## src/rtl/mul_pkg.sv

```systemverilog
// Shared definitions for the sequential shift-add multiplier.
// State encodings and the default operand width.
package mul_pkg;

  localparam int DEF_WIDTH = 16;

  localparam logic [1:0] ST_IDLE = 2'd0;
  localparam logic [1:0] ST_CALC = 2'd1;
  localparam logic [1:0] ST_DONE = 2'd2;

  typedef enum logic [1:0] {
    S_IDLE = ST_IDLE,
    S_CALC = ST_CALC,
    S_DONE = ST_DONE
  } state_t;

endpackage

```

## src/rtl/mag_abs.sv

```systemverilog
// Conditional two's-complement negate.
// Used for operand magnitudes and the final product sign fix.
module mag_abs #(
  parameter int W = 16
) (
  input  logic [W-1:0] i_val,
  input  logic         i_neg,
  output logic [W-1:0] o_val
);

  // Negate when requested, pass through otherwise
  always_comb begin
    o_val = i_neg ? (~i_val + W'(1)) : i_val;
  end

endmodule

```

## src/rtl/seq_multiplier.sv

```systemverilog
// Iterative shift-add multiplier, one partial product per cycle.
// Signed operands are handled as magnitudes plus a result sign.
module seq_multiplier
  import mul_pkg::*;
#(
  parameter  int WIDTH = DEF_WIDTH,
  localparam int CNT_W = $clog2(WIDTH + 1)
) (
  input  logic               clk,
  input  logic               rst_n,
  input  logic               start,
  input  logic               signed_mode,
  input  logic [WIDTH-1:0]   A,
  input  logic [WIDTH-1:0]   B,
  output logic               busy,
  output logic               done,
  output logic [2*WIDTH-1:0] P
);

  state_t               r_state;
  state_t               w_next;
  logic [CNT_W-1:0]     r_cnt;
  logic [2*WIDTH:0]     r_acc;
  logic [2*WIDTH:0]     w_acc_step;
  logic [WIDTH-1:0]     r_mcand;
  logic                 r_neg;
  logic [2*WIDTH-1:0]   r_p;
  logic                 r_busy;
  logic                 r_done;
  logic [WIDTH-1:0]     w_mag_a;
  logic [WIDTH-1:0]     w_mag_b;
  logic [WIDTH:0]       w_sum;
  logic [2*WIDTH-1:0]   w_res;
  logic                 w_accept;
  logic                 w_last;

  assign busy = r_busy;
  assign done = r_done;
  assign P    = r_p;

  assign w_accept = start & (r_state != S_CALC);
  assign w_last   = (r_state == S_CALC) &&
                    (r_cnt == CNT_W'(WIDTH - 1));

  mag_abs #(.W(WIDTH)) u_abs_a (
    .i_val (A),
    .i_neg (signed_mode & A[WIDTH-1]),
    .o_val (w_mag_a)
  );

  mag_abs #(.W(WIDTH)) u_abs_b (
    .i_val (B),
    .i_neg (signed_mode & B[WIDTH-1]),
    .o_val (w_mag_b)
  );

  // Add multiplicand into the upper half when multiplier LSB is set, then shift
  always_comb begin
    w_sum = r_acc[2*WIDTH:WIDTH];
    if (r_acc[0]) begin
      w_sum = r_acc[2*WIDTH:WIDTH] + {1'b0, r_mcand};
    end
    w_acc_step = {1'b0, w_sum, r_acc[WIDTH-1:1]};
  end

  mag_abs #(.W(2*WIDTH)) u_abs_p (
    .i_val (w_acc_step[2*WIDTH-1:0]),
    .i_neg (r_neg),
    .o_val (w_res)
  );

  // Next-state selection
  always_comb begin
    w_next = r_state;
    unique case (r_state)
      S_IDLE:  if (start) w_next = S_CALC;
      S_CALC:  if (w_last) w_next = S_DONE;
      S_DONE:  w_next = start ? S_CALC : S_IDLE;
      default: w_next = S_IDLE;
    endcase
  end

  // State register with registered busy/done flags
  always_ff @(posedge clk or negedge rst_n) begin
    if (!rst_n) begin
      r_state <= S_IDLE;
      r_busy  <= 1'b0;
      r_done  <= 1'b0;
    end else begin
      r_state <= w_next;
      r_busy  <= (w_next == S_CALC);
      r_done  <= (w_next == S_DONE);
    end
  end

  // Operand latch, accumulator, step counter and held product
  always_ff @(posedge clk or negedge rst_n) begin
    if (!rst_n) begin
      r_acc   <= '0;
      r_mcand <= '0;
      r_neg   <= 1'b0;
      r_cnt   <= '0;
      r_p     <= '0;
    end else if (w_accept) begin
      r_acc   <= {{(WIDTH+1){1'b0}}, w_mag_b};
      r_mcand <= w_mag_a;
      r_neg   <= signed_mode & (A[WIDTH-1] ^ B[WIDTH-1]);
      r_cnt   <= '0;
    end else if (r_state == S_CALC) begin
      r_acc <= w_acc_step;
      r_cnt <= r_cnt + CNT_W'(1);
      if (w_last) begin
        r_p <= w_res;
      end
    end
  end

endmodule
```

## config.mk

```make
export PLATFORM = sky130hd
export DESIGN_NAME = seq_multiplier
export DESIGN_NICKNAME = d
export VERILOG_FILES = /design/src/rtl/mul_pkg.sv /design/src/rtl/mag_abs.sv /design/src/rtl/seq_multiplier.sv
export SDC_FILE = /design/constraint.sdc
export NUM_CORES = 1
export LEC_CHECK = 0
export ABC_AREA = 1
export BUFFER_PORTS_ARGS = -buffer_cell sky130_fd_sc_hd__buf_2
export CAP_MARGIN = 25
export CORE_MARGIN = 4
export CORE_UTILIZATION = 60
export DETAILED_ROUTE_END_ITERATION = 6
export PLACE_DENSITY = 0.89
export REMOVE_ABC_BUFFERS = 1
export SLEW_MARGIN = 40
export SYNTH_ARGS = -nofsm -noshare
export SYNTH_HDL_FRONTEND = slang
export SYNTH_SLANG_ARGS = --single-unit
```

## constraint.sdc

```tcl
create_clock -name clk -period 3.2 [get_ports clk]
set_input_delay 0.16 -clock clk [delete_from_list [all_inputs] [get_ports clk]]
set_output_delay 0.16 -clock clk [all_outputs]
set_load 0.005 [all_outputs]
```

Word level (Yosys, flattened, before mapping)
Cells that the tools add are included.
{"block": "op_classes", "n_reduce_logical": 4, "n_lt_le_gt_ge": 0, "n_bitwise": 9, "n_shift": 0, "n_addsub": 5, "muxes": 12, "n_div": 0, "eq_ne": 6, "n_mul": 0}
{"operator": "33-bit two-way mux", "count": 2}
{"operator": "16-bit by 1-bit adder with 16-bit output (second input constant)", "count": 2}
{"operator": "32-bit by 1-bit adder with 32-bit output (second input constant)", "count": 1}
{"operator": "16-bit two-way mux", "count": 2}
{"operator": "32-bit two-way mux", "count": 1}
{"operator": "16-bit NOT", "count": 2}
{"operator": "32-bit NOT", "count": 1}
{"operator": "17-bit by 16-bit adder with 17-bit output", "count": 1}
{"operator": "17-bit two-way mux", "count": 1}
{"operator": "5-bit two-way mux", "count": 2}
{"operator": "2-bit one-hot mux with 3 select lines", "count": 1}
{"operator": "5-bit by 1-bit adder with 5-bit output (second input constant)", "count": 1}
{"operator": "5-bit by 4-bit == test with 1-bit output (second input constant)", "count": 1}
{"operator": "1-bit AND", "count": 4}
{"operator": "2-bit by 1-bit == test with 1-bit output (second input constant)", "count": 2}
{"operator": "2-bit == test (second input constant)", "count": 2}
{"operator": "2-bit two-way mux", "count": 2}
{"operator": "3-bit AND reduction", "count": 1}
{"operator": "2-bit zero test", "count": 1}
{"operator": "2-bit by 1-bit != test with 1-bit output (second input constant)", "count": 1}
{"operator": "2-bit nonzero test", "count": 1}
{"operator": "1-bit logical AND", "count": 1}
{"operator": "1-bit two-way mux", "count": 1}
{"operator": "1-bit NOT", "count": 1}
{"operator": "1-bit XOR", "count": 1}
{"block": "word_totals", "romBits": 0, "ram_bits": 0, "latch_bits": 0, "reg_bits": 91, "mem_count": 0, "in_bits": 36}

Depth between registers and ports, before layout
Gate-level depths: netlist of run 1.
{"block": "depth", "depth_word": 5, "depth_mapped": 18, "ltp_nobuf": 18}

Hierarchy
Synthesis of run 1 repeated with hierarchy kept, for this count alone.
{"block": "hier_totals", "cells_unflattened": 1016, "area_unflattened_um2": 6741.5}
{"mod": "seq_multiplier", "cells_per_inst": 601, "instances": 1, "area_each_um2": 4682.0}
{"mod": "mag_abs (u_abs_p)", "cells_per_inst": 227, "instances": 1, "area_each_um2": 1108.6}
{"mod": "mag_abs (u_abs_a ...)", "cells_per_inst": 94, "instances": 2, "area_each_um2": 475.5}

Least setup slack after synthesis of run 1
OpenSTA, ideal clock, no wires.
{"block": "synth_path", "path_type": "register to register", "start": "reg r_acc[16]", "end": "reg r_p[31], in the netlist P[31]", "stages_incl_launch_ff": 15, "arrival_time_ps": 2155, "setup_slack_ps": 927, "path_cell_list": "dfrtp_1 -> ha_1 -> fa_1 -> o21ai_4 -> nand2_2 -> nor2_4 -> inv_2 -> nor2_1 -> nand3_1 -> nor2_2 -> nand3_2 -> nand2_2 -> nand3_1 -> nand3_1 -> nand2_1"}
{"block": "synth_between", "elab_chain_cells": 5}
{"item": "from (decl)", "line_no": "seq_multiplier.sv:23", "source": "logic [2*WIDTH:0] r_acc;"}
{"item": "from (signal assigned)", "line_no": "seq_multiplier.sv:105", "source": "r_acc <= {{(WIDTH+1){1'b0}}, w_mag_b};"}
{"item": "from (signal assigned)", "line_no": "seq_multiplier.sv:110", "source": "r_acc <= w_acc_step;"}
{"item": "17-bit by 16-bit adder with 17-bit output", "line_no": "seq_multiplier.sv:61", "source": "w_sum = r_acc[2*WIDTH:WIDTH] + {1'b0, r_mcand};"}
{"item": "17-bit two-way mux *", "line_no": "seq_multiplier.sv:60", "source": "if (r_acc[0]) begin"}
{"item": "32-bit NOT", "line_no": "mag_abs.sv:13", "source": "o_val = i_neg ? (~i_val + W'(1)) : i_val;"}
{"item": "32-bit by 1-bit adder with 32-bit output", "line_no": "mag_abs.sv:13"}
{"item": "32-bit two-way mux *", "line_no": "mag_abs.sv:13"}
{"item": "to (signal assigned)", "line_no": "seq_multiplier.sv:113", "source": "r_p <= w_res;"}
{"item": "to (decl)", "line_no": "seq_multiplier.sv:27", "source": "logic [2*WIDTH-1:0] r_p;"}
Mark *: on every way between the ends. The rest lies on a longest branch, timed or not.
A chain may end at the register's enable or synchronous reset.

Worst setup path in the final report of run 1
{"block": "layout_path", "start": "reg r_acc[16]", "end": "reg r_p[28], in the netlist P[28]"}
Same word-level chain as after synthesis.

==> impl_metrics.env, run 1 <==
export IMPL_hpwl_mm=11.6
export IMPL_p_total_uw=7680
export IMPL_crit_type="register to register"
export IMPL_powerDensity_nw_per_um2=1120
export IMPL_rsz0062_at_grt="no"
export IMPL_synth_cells=853
export IMPL_clockBufferDepth=2
export IMPL_antenna_found_initial=0
export IMPL_io_pins=70
export IMPL_ys_flop_type="dfrtp_1"
export IMPL_cp_startpoint="r_acc[16]"
export IMPL_setup_violations_final=0
export IMPL_crit_arrival_ps=2880
export IMPL_grt_max_degree=61
export IMPL_critPathTopFamily="simple AND/OR/NAND/NOR gates"
export IMPL_cp_max_fo=5
export IMPL_num_nets_final=978
export IMPL_synthArstFlopShare_pct=100
export IMPL_rows=36
export IMPL_yosysWarningCount=0
export IMPL_whs_ps=41.9
export IMPL_synth_avg_cell_area_um2=7.16
export IMPL_tns_ps=0
export IMPL_p_leak_uw=0.00352
export IMPL_die_x_um=109
export IMPL_drt_first_iter_violations=495
export IMPL_hp_class="input pin to register"
export IMPL_synth_edf_count=0
export IMPL_cts_tree="done"
export IMPL_fp_dieH_um=109
export IMPL_num_vias=5849
export IMPL_drc_errors=0
export IMPL_maxSlewViolCount=0
export IMPL_postCtsSetupBuffers=0
export IMPL_ant_nets=0
export IMPL_die_area_um2=11900
export IMPL_drive_above_1_share_pct=14.5
export IMPL_firstDrtPassIters=7
export IMPL_finalWirelength_mm=15.8
export IMPL_yosys_area_top_type_share_pct=36.9
export IMPL_ys_seq_elements=90
export IMPL_cts_htree_levels=3
export IMPL_crit_slowest_cell="fa_1"
export IMPL_grt_pass1_wl_mm=25.7
export IMPL_relSlewSlack_pct=49.7
export IMPL_skew_ps=7.39
export IMPL_cap_violations=0
export IMPL_gr_total_overflow=0
export IMPL_yosysMostFrequentCell="nand2_1"
export IMPL_netlist_area_um2=6100
export IMPL_placed_cells=1041
export IMPL_coreArea_um2=9820
export IMPL_syn_to_final_growth_pct=11.9
export IMPL_io_buffers=69
export IMPL_ys_top_cells_by_count="255 x nand2_1, 98 x inv_1, 90 x dfrtp_1"
export IMPL_ctsResizeCount=0
export IMPL_worst_slew_pin_slew_ps=754
export IMPL_crit_chain="ha_1 > fa_1 > nand2_1 > nand2_1 > nand3_1 > nand2_1 > nand2_1 > nand3_1 > nand2_1 > nand2_1 > nand2_1 > nand3_4 > nor2_4 > nand3_1 > nand3_1 > nand2_1"
export IMPL_fill_cells=834
export IMPL_layout_min_cycle_time_ps=2610
export IMPL_yosys_area_top_type="dfrtp_1"
export IMPL_antenna_diode_count=0
export IMPL_clock_root_buffer="clkbuf_8"
export IMPL_clk_pin_slew_ps=100
export IMPL_start_kind="register"
export IMPL_crit_required_ps=3470
export IMPL_timing_fmax_mhz=383
export IMPL_track_usage_pct=27.5
export IMPL_reg2reg_from="r_acc[16]"
export IMPL_yosysUniqueCellTypes=42
export IMPL_gp_congestion=0.992
export IMPL_path_common_cell="nand2_1"
export IMPL_initial_utilization_pct=62.2
export IMPL_vias_per_cell=5.53
export IMPL_cts_sinks=90
export IMPL_layoutNonFillerInstCount=1058
export IMPL_period_share_pct=81.7
export IMPL_critical_path_max_stage_delay_ps=460
export IMPL_ir_worst_vdd_mv=0.590
export IMPL_grt_pass1_vias=5456
export IMPL_cp_end_kind="register"
export IMPL_run_status="finished, final reports clean"
export IMPL_crit_buf_inv=0
export IMPL_cts_made_buffers=9
export IMPL_synth_area_top_cells="dfrtp_1 37%, nand2_1 16%, inv_1 6.0%"
export IMPL_post_drt_wl_per_cell_um=14.9
export IMPL_hold_viol_final=0
export IMPL_seq_area_frac_synth_pct=36.9
export IMPL_min_from="B[0]"
export IMPL_clk_latency_ps=380
-- sequential cells by signal, indices dropped and copies added, names as in the netlist --
register and flops:
P 32, r_acc 32, r_mcand 16, r_cnt 5, r_state 2, busy 1, done 1, r_neg 1
-- worst paths after layout --
path	to	slack (ps)	cells after the start
max	P[28]	590	16
min	r_acc[0]	40	3
max reg2reg	P[28]	590	16
min reg2reg	P[13]	480	2
max in group asynchronous	P[29]	2080	3
min in group asynchronous	P[10]	390	2
-- where the power goes --
| group | switching, uW | total [uW] | internal, uW |
|---|---|---|---|
| clock network | 457 | 908 | 452 |
| logic | 2950 | 4640 | 1690 |
| registers | 434 | 2140 | 1700 |
-- worst reg2reg max path: stages, from the launching register on --
cell,delay [ps]
dfrtp_1,400
ha_1,260
fa_1,460
nand2_1,110
nand2_1,80
nand3_1,90
nand2_1,70
nand2_1,60
nand3_1,60
nand2_1,140
nand2_1,70
nand2_1,140
nand3_4,140
nor2_4,170
nand3_1,90
nand3_1,100
nand2_1,60
-- what timing repair did --
item / CTS / global route
setup endpoints to repair: 0 / 0
hold buffers: 1 / 0
hold endpoints to repair: 58 / 0
-- metrics by stage --
stage | util [%] | cell area [um2] | setup slack [ps]
finish | 69.6 | 6830 | 587
global route | 69.6 | 6830 | 364
CTS | 69.6 | 6830 | 638
detailed placement | 67.2 | 6600 | 685
global placement | 67.2 | 6600 | 767
floorplan | - | 6000 | 886
-- layout make-up --
| class | instances | area (um2) | area share, % |
|---|---|---|---|
| flip-flops and latches | 90 | 2250 | 33.0 |
| repair buffers | 81 | 440 | 6.45 |
| inverters | 110 | 413 | 6.04 |
| multi-input cells | 628 | 3330 | 48.8 |
| well taps | 133 | 166 | 2.44 |
| clock buffers | 10 | 128 | 1.87 |
| clock inverters | 6 | 97.6 | 1.43 |
-- cell usage in the layout (no fill, tap or decap), types with 3 or more instances in the layout --
cell | netlist | layout
nand2_1 | 255 | 254
inv_1 | 98 | 98
dfrtp_1 | 90 | 90
o21ai_0 | 73 | 73
buf_2 | 5 | 68
nand3_1 | 65 | 65
nor2_1 | 60 | 60
xor2_1 | 32 | 32
ha_1 | 21 | 21
a21oi_1 | 18 | 18
o22ai_1 | 14 | 14
xnor2_1 | 13 | 13
buf_4 | 0 | 12
nand2_2 | 10 | 11
inv_2 | 9 | 9
o221ai_1 | 9 | 9
clkbuf_8 | 0 | 9
nand4_1 | 8 | 8
o31ai_1 | 6 | 6
nor3_1 | 5 | 5
nor2_2 | 5 | 5
o211ai_1 | 5 | 5
clkinv_1 | 3 | 3
nand3_2 | 3 | 3
and2_1 | 3 | 3
-- cell families after synthesis --
| logic type | count (synthesis) | share of synthesized area [%] |
|---|---|---|
| simple gates | 424 | 30.0 |
| compound gates | 137 | 13.5 |
| buf+inv | 135 | 8.53 |
| flops | 90 | 36.9 |
| xor+xnor | 45 | 6.46 |
| fa+ha+maj | 22 | 4.63 |
-- per-layer routing --
metal | global-route usage (%) | wire, um | vias up
li1 | - | - | 2889
met1 | 36.5 | 6710 | 2668
met2 | 45.3 | 7480 | 264
met3 | 5.86 | 1230 | 28
met4 | 8.39 | 337 | 0
met5 | 0 | 0 | -
(Power assumes the default switching activity.)
==> inputs of run 2 (changes only) <==
- CORE_UTILIZATION: 60 -> 54
- PLACE_DENSITY: 0.89 -> 0.85
- clock period: 3.2 -> 2.14 ns (I/O delays scaled with it)
==> impl_metrics.env, run 2 (same netlist as run 1, synthesis figures left out) <==
export IMPL_grt_pass1_vias=5912
export IMPL_hold_depth=3
export IMPL_crit_type="register to register"
export IMPL_crit_arrival_ps=2770
export IMPL_fp_dieH_um=114
export IMPL_final_common_cell="nand2_1"
export IMPL_fin_ws_ps=-339
export IMPL_io_pins=70
export IMPL_cp_end_kind="register"
export IMPL_layout_min_cycle_time_ps=2480
export IMPL_clk_pin_slew_ps=60
export IMPL_cp_max_fo=5
export IMPL_gr_total_overflow=0
export IMPL_maxSlewViolCount=0
export IMPL_setup_violations_final=15
export IMPL_min_from="B[0]"
export IMPL_antenna_found_initial=0
export IMPL_io_buffers=69
export IMPL_fill_cells=796
export IMPL_multiInputGateArea_um2=3650
export IMPL_design_area_um2=7810
export IMPL_num_nets_final=1051
export IMPL_run_status="complete, but fails checks"
export IMPL_post_drt_wl_per_cell_um=15.9
export IMPL_grt_max_degree=91
export IMPL_tns_ps=-3320
export IMPL_cts_tree="done"
export IMPL_ant_nets=0
export IMPL_worst_slew_pin_slew_ps=497
export IMPL_initial_utilization_pct=55.8
export IMPL_clk_latency_ps=350
export IMPL_cts_htree_levels=3
export IMPL_drive_above_1_share_pct=27.3
export IMPL_p_leak_uw=0.00396
export IMPL_antenna_diode_count=0
export IMPL_cts_sinks=90
export IMPL_drc_errors=0
export IMPL_clockBufferDepth=2
export IMPL_hp_class="input pin to register"
export IMPL_finalWirelength_mm=18.1
export IMPL_skew_ps=6.99
export IMPL_hpwl_mm=12.2
export IMPL_gp_congestion=0.911
export IMPL_period_share_pct=116
export IMPL_coreArea_um2=10900
export IMPL_crit_required_ps=2430
export IMPL_die_area_um2=13100
export IMPL_grt_pass1_wl_mm=28.1
export IMPL_violations="setup timing"
export IMPL_reg2reg_from="r_mcand[0]"
export IMPL_hold_viol_final=0
export IMPL_relSlewSlack_pct=66.9
export IMPL_syn_to_final_growth_pct=28.0
export IMPL_powerDensity_nw_per_um2=1830
export IMPL_timing_fmax_mhz=403
export IMPL_final_core_util_pct=71.4
export IMPL_firstDrtPassIters=7
export IMPL_layoutNonFillerInstCount=1138
export IMPL_rows=38
export IMPL_die_x_um=114
export IMPL_rsz0062_at_grt="yes"
export IMPL_r2r_end="P[30]"
export IMPL_seq_area_um2=2250
export IMPL_cts_made_buffers=9
export IMPL_drt_first_iter_violations=781
export IMPL_vias_per_cell=5.59
export IMPL_place_area_um2=7080
export IMPL_num_vias=6363
export IMPL_reg2reg_depth=17
export IMPL_start_kind="register"
export IMPL_cap_violations=0
export IMPL_r2r_slack_ps=-340
export IMPL_final_cell_mix="230 x nand2_1, 96 x inv_1, 90 x dfrtp_1"
export IMPL_clock_root_buffer="clkbuf_16"
export IMPL_ir_worst_vdd_mv=0.914
export IMPL_track_usage_pct=26.5
export IMPL_min_to="r_acc[0]"
export IMPL_placed_cells=1108
## run 2: cell types whose count changed in the layout (fill, tap and decap cells not counted), sizes merged
cell / delta
buf: +73
bufinv: -1
clkbuf: +1
clkinvlp: +1
inv: -1
## run 2: worst max path at each step
stage | start | endpoint | slack [ps] | depth (start not counted)
after floorplan | r_acc[16] | P[28] | -170 | 12
after CTS | r_acc[16] | P[27] | -180 | 14
after global placement | r_acc[16] | P[31] | -210 | 14
final | r_mcand[0] | P[30] | -340 | 17
after global routing | r_mcand[0] | P[30] | -440 | 17
after detailed placement | r_acc[16] | P[30] | -300 | 16
## run 2: power breakdown
part           internal (uW)  switching, uW
Combinational           4020           5370
Clock                    947            709
Sequential              2550            698
## run 2: final cells by class
class                      count  share of cell area [%]
timing repair buffer         154                    13.0
sequential                    90                    28.8
multi-input combinational    628                    46.7
clock buffer                  11                    3.11
clock inverter                 5                   0.801
inverter                     110                    5.29
tap                          140                    2.24
## run 2: what timing repair did
item,CTS,global route
resized for setup,25,57
pin swaps,9,27
setup buffers,4,9
endpoints found under the setup margin,16,19
hold buffers,1,0
hold endpoints to repair,90,0
cloned,0,0
## run 2: critical path, cell delays in order (launching register included)
cell and delay (ps):
dfrtp_1 390, ha_2 210, fa_2 420, nand2_2 110, nand2_2 70, nand3_2 90, nand2_1 80, nand2_1 110
nand3_2 80, nand2_2 130, nand2_2 70, nand2_2 90, nand3_4 120, nor2_4 180, nand2_1 80, nand2_1 80
nand3_2 60, nand2_1 70
## run 2: metrics by stage
stage	worst slack [ps]	hold WS, ps	power (uW)
after floorplan	-174	-189	8090
after global placement	-211	191	10800
after detailed placement	-295	194	11100
after CTS	-182	16.6	13200
after global routing	-443	44.7	15400
final	-339	22.6	14300
## run 2: layer usage
metal | part of all wire [%] | wire, um | up-vias | GRT usage, %
li1 | - | - | 3046 | -
met1 | 40 | 7300 | 2928 | 34.7
met2 | 48 | 8670 | 303 | 43.3
met3 | 6.8 | 1230 | 86 | 3.44
met4 | 5.0 | 906 | 0 | 13.4
met5 | 0 | 0 | - | 0
==> inputs of run 3 (changes only) <==
- REMOVE_ABC_BUFFERS: 1 -> unset
==> impl_metrics.env, run 3 (same netlist as run 1, synthesis figures left out) <==
export IMPL_run_status="complete, but fails checks"
export IMPL_violations="setup timing"
export IMPL_die_x_um=114
export IMPL_syn_to_final_growth_pct=29.9
export IMPL_clk_pin_slew_ps=70
export IMPL_clk_latency_ps=350
export IMPL_critical_path_max_stage_delay_ps=390
export IMPL_grt_pass1_vias=5638
export IMPL_final_common_cell="nand2_1"
export IMPL_final_cell_mix="224 x nand2_1, 95 x inv_1, 87 x dfrtp_1"
export IMPL_layoutNonFillerInstCount=1135
export IMPL_worst_slew_pin_slew_ps=731
export IMPL_pre_cts_slack_ps=-218
export IMPL_io_pins=70
export IMPL_num_nets_final=1049
export IMPL_setup_violations_final=13
export IMPL_firstDrtPassIters=6
export IMPL_maxSlewViolCount=0
export IMPL_crit_required_ps=2430
export IMPL_grt_pass1_wl_mm=27.3
export IMPL_rows=38
export IMPL_fp_dieH_um=114
export IMPL_multiInputGateArea_um2=3780
export IMPL_cts_tree="done"
export IMPL_post_drt_wl_per_cell_um=16.2
export IMPL_drc_errors=0
export IMPL_clock_root_buffer="clkbuf_16"
export IMPL_hold_viol_final=0
export IMPL_timing_fmax_mhz=409
export IMPL_design_area_um2=7930
export IMPL_crit_buf_inv=0
export IMPL_cp_max_fo=5
export IMPL_placed_cells=1103
export IMPL_cp_end_kind="register"
export IMPL_cts_htree_levels=3
export IMPL_skew_ps=9.69
export IMPL_initial_utilization_pct=55.8
export IMPL_crit_arrival_ps=2740
export IMPL_path_common_cell="nand2_1"
export IMPL_gr_total_overflow=0
export IMPL_powerDensity_nw_per_um2=1870
export IMPL_drt_first_iter_violations=708
export IMPL_finalWirelength_mm=18.4
export IMPL_syn_nets=911
export IMPL_gp_congestion=0.924
export IMPL_fill_cells=769
export IMPL_cts_made_buffers=9
export IMPL_num_vias=6379
export IMPL_layout_min_cycle_time_ps=2440
export IMPL_period_share_pct=114
export IMPL_final_core_util_pct=72.5
export IMPL_r2r_slack_ps=-300
export IMPL_antenna_diode_count=0
export IMPL_ant_nets=0
export IMPL_die_area_um2=13100
export IMPL_io_buffers=69
export IMPL_coreArea_um2=10900
export IMPL_hp_class="input pin to register"
export IMPL_clockBufferDepth=2
export IMPL_seq_area_um2=2260
export IMPL_fin_ws_ps=-303
export IMPL_relSlewSlack_pct=51.3
export IMPL_rsz0062_at_grt="yes"
export IMPL_crit_slowest_cell="dfrtp_1"
export IMPL_hpwl_mm=12.5
export IMPL_vias_per_cell=5.62
export IMPL_grt_max_degree=91
export IMPL_place_area_um2=7070
export IMPL_p_leak_uw=0.00396
export IMPL_drive_above_1_share_pct=29.2
export IMPL_ir_worst_vdd_mv=0.981
export IMPL_crit_type="register to register"
export IMPL_cap_violations=0
export IMPL_crit_chain="ha_2 > fa_2 > nand3_2 > nand2_2 > nand2_2 > nand3_2 > nand2_4 > nand2_4 > a21oi_4 > nand3_4 > nor2_4 > nand2_1 > nand2_1 > nand3_1 > nand2_1"
export IMPL_start_kind="register"
export IMPL_cts_sinks=90
export IMPL_antenna_found_initial=0
export IMPL_track_usage_pct=26.4
export IMPL_critPathTopFamily="simple AND/OR/NAND/NOR gates"
-- run 3: cell count changes in the layout (fill, tap and decap cells not counted), sizes merged --
cell,delta
buf,-3
bufinv,-1
clkinv,-1
clkinvlp,+1
dlygate4sd3,+1
-- run 3: worst paths after layout --
| kind | startpoint | end | cells after the start |
|---|---|---|---|
| max in group asynchronous | rst_n | r_acc[17] | 3 |
| worst max-delay path | r_acc[16] | P[28] | 15 |
| worst min-delay path | start | r_state[0] | 3 |
| worst max register to register | r_acc[16] | P[28] | 15 |
| min in group asynchronous | rst_n | r_mcand[15] | 3 |
| worst min register to register | P[18] | P[18] | 2 |
-- run 3: final cells by class --
cell class | count | share of cell area, %
Clock buffer | 11 | 2.94
Clock inverter | 4 | 0.363
Inverter | 110 | 5.21
Multi-Input combinational cell | 628 | 47.7
Sequential cell | 90 | 28.5
Tap cell | 140 | 2.21
Timing Repair Buffer | 152 | 13.1
-- run 3: layer usage --
metal / GRT usage, % / wire, um / up-vias
li1: - / - / 3048
met1: 36.7 / 7310 / 2962
met2: 41.4 / 8830 / 310
met3: 4.18 / 1520 / 59
met4: 10.5 / 706 / 0
met5: 0 / 0 / -
-- run 3: power by group --
part           total [uW]  internal (uW)  switching [uW]
Clock                1480            784             693
Combinational        9950           4350            5600
Sequential           3380           2560             826
-- run 3: what timing repair did --
action	CTS	global route
setup buffers	8	8
pin swaps	2	29
hold buffers	2	0
gates resized for setup	16	97
endpoints found under the hold margin	91	0
endpoints found under the setup margin	15	21
-- run 3: worst min-delay path, delay by kind of cell --
family | cells | cell delay [ps]
compound gates | 1 | 80
buf+inv | 2 | 180
-- run 3: per-stage QoR --
stage	TNS, ps	power [uW]	hold slack [ps]
floorplan	-59.0	8220	-189
global placement	-1220	11000	180
detailed placement	-1950	11300	185
CTS	-2060	13200	54.4
global route	-4400	15900	69.6
finish	-2710	14800	65.3
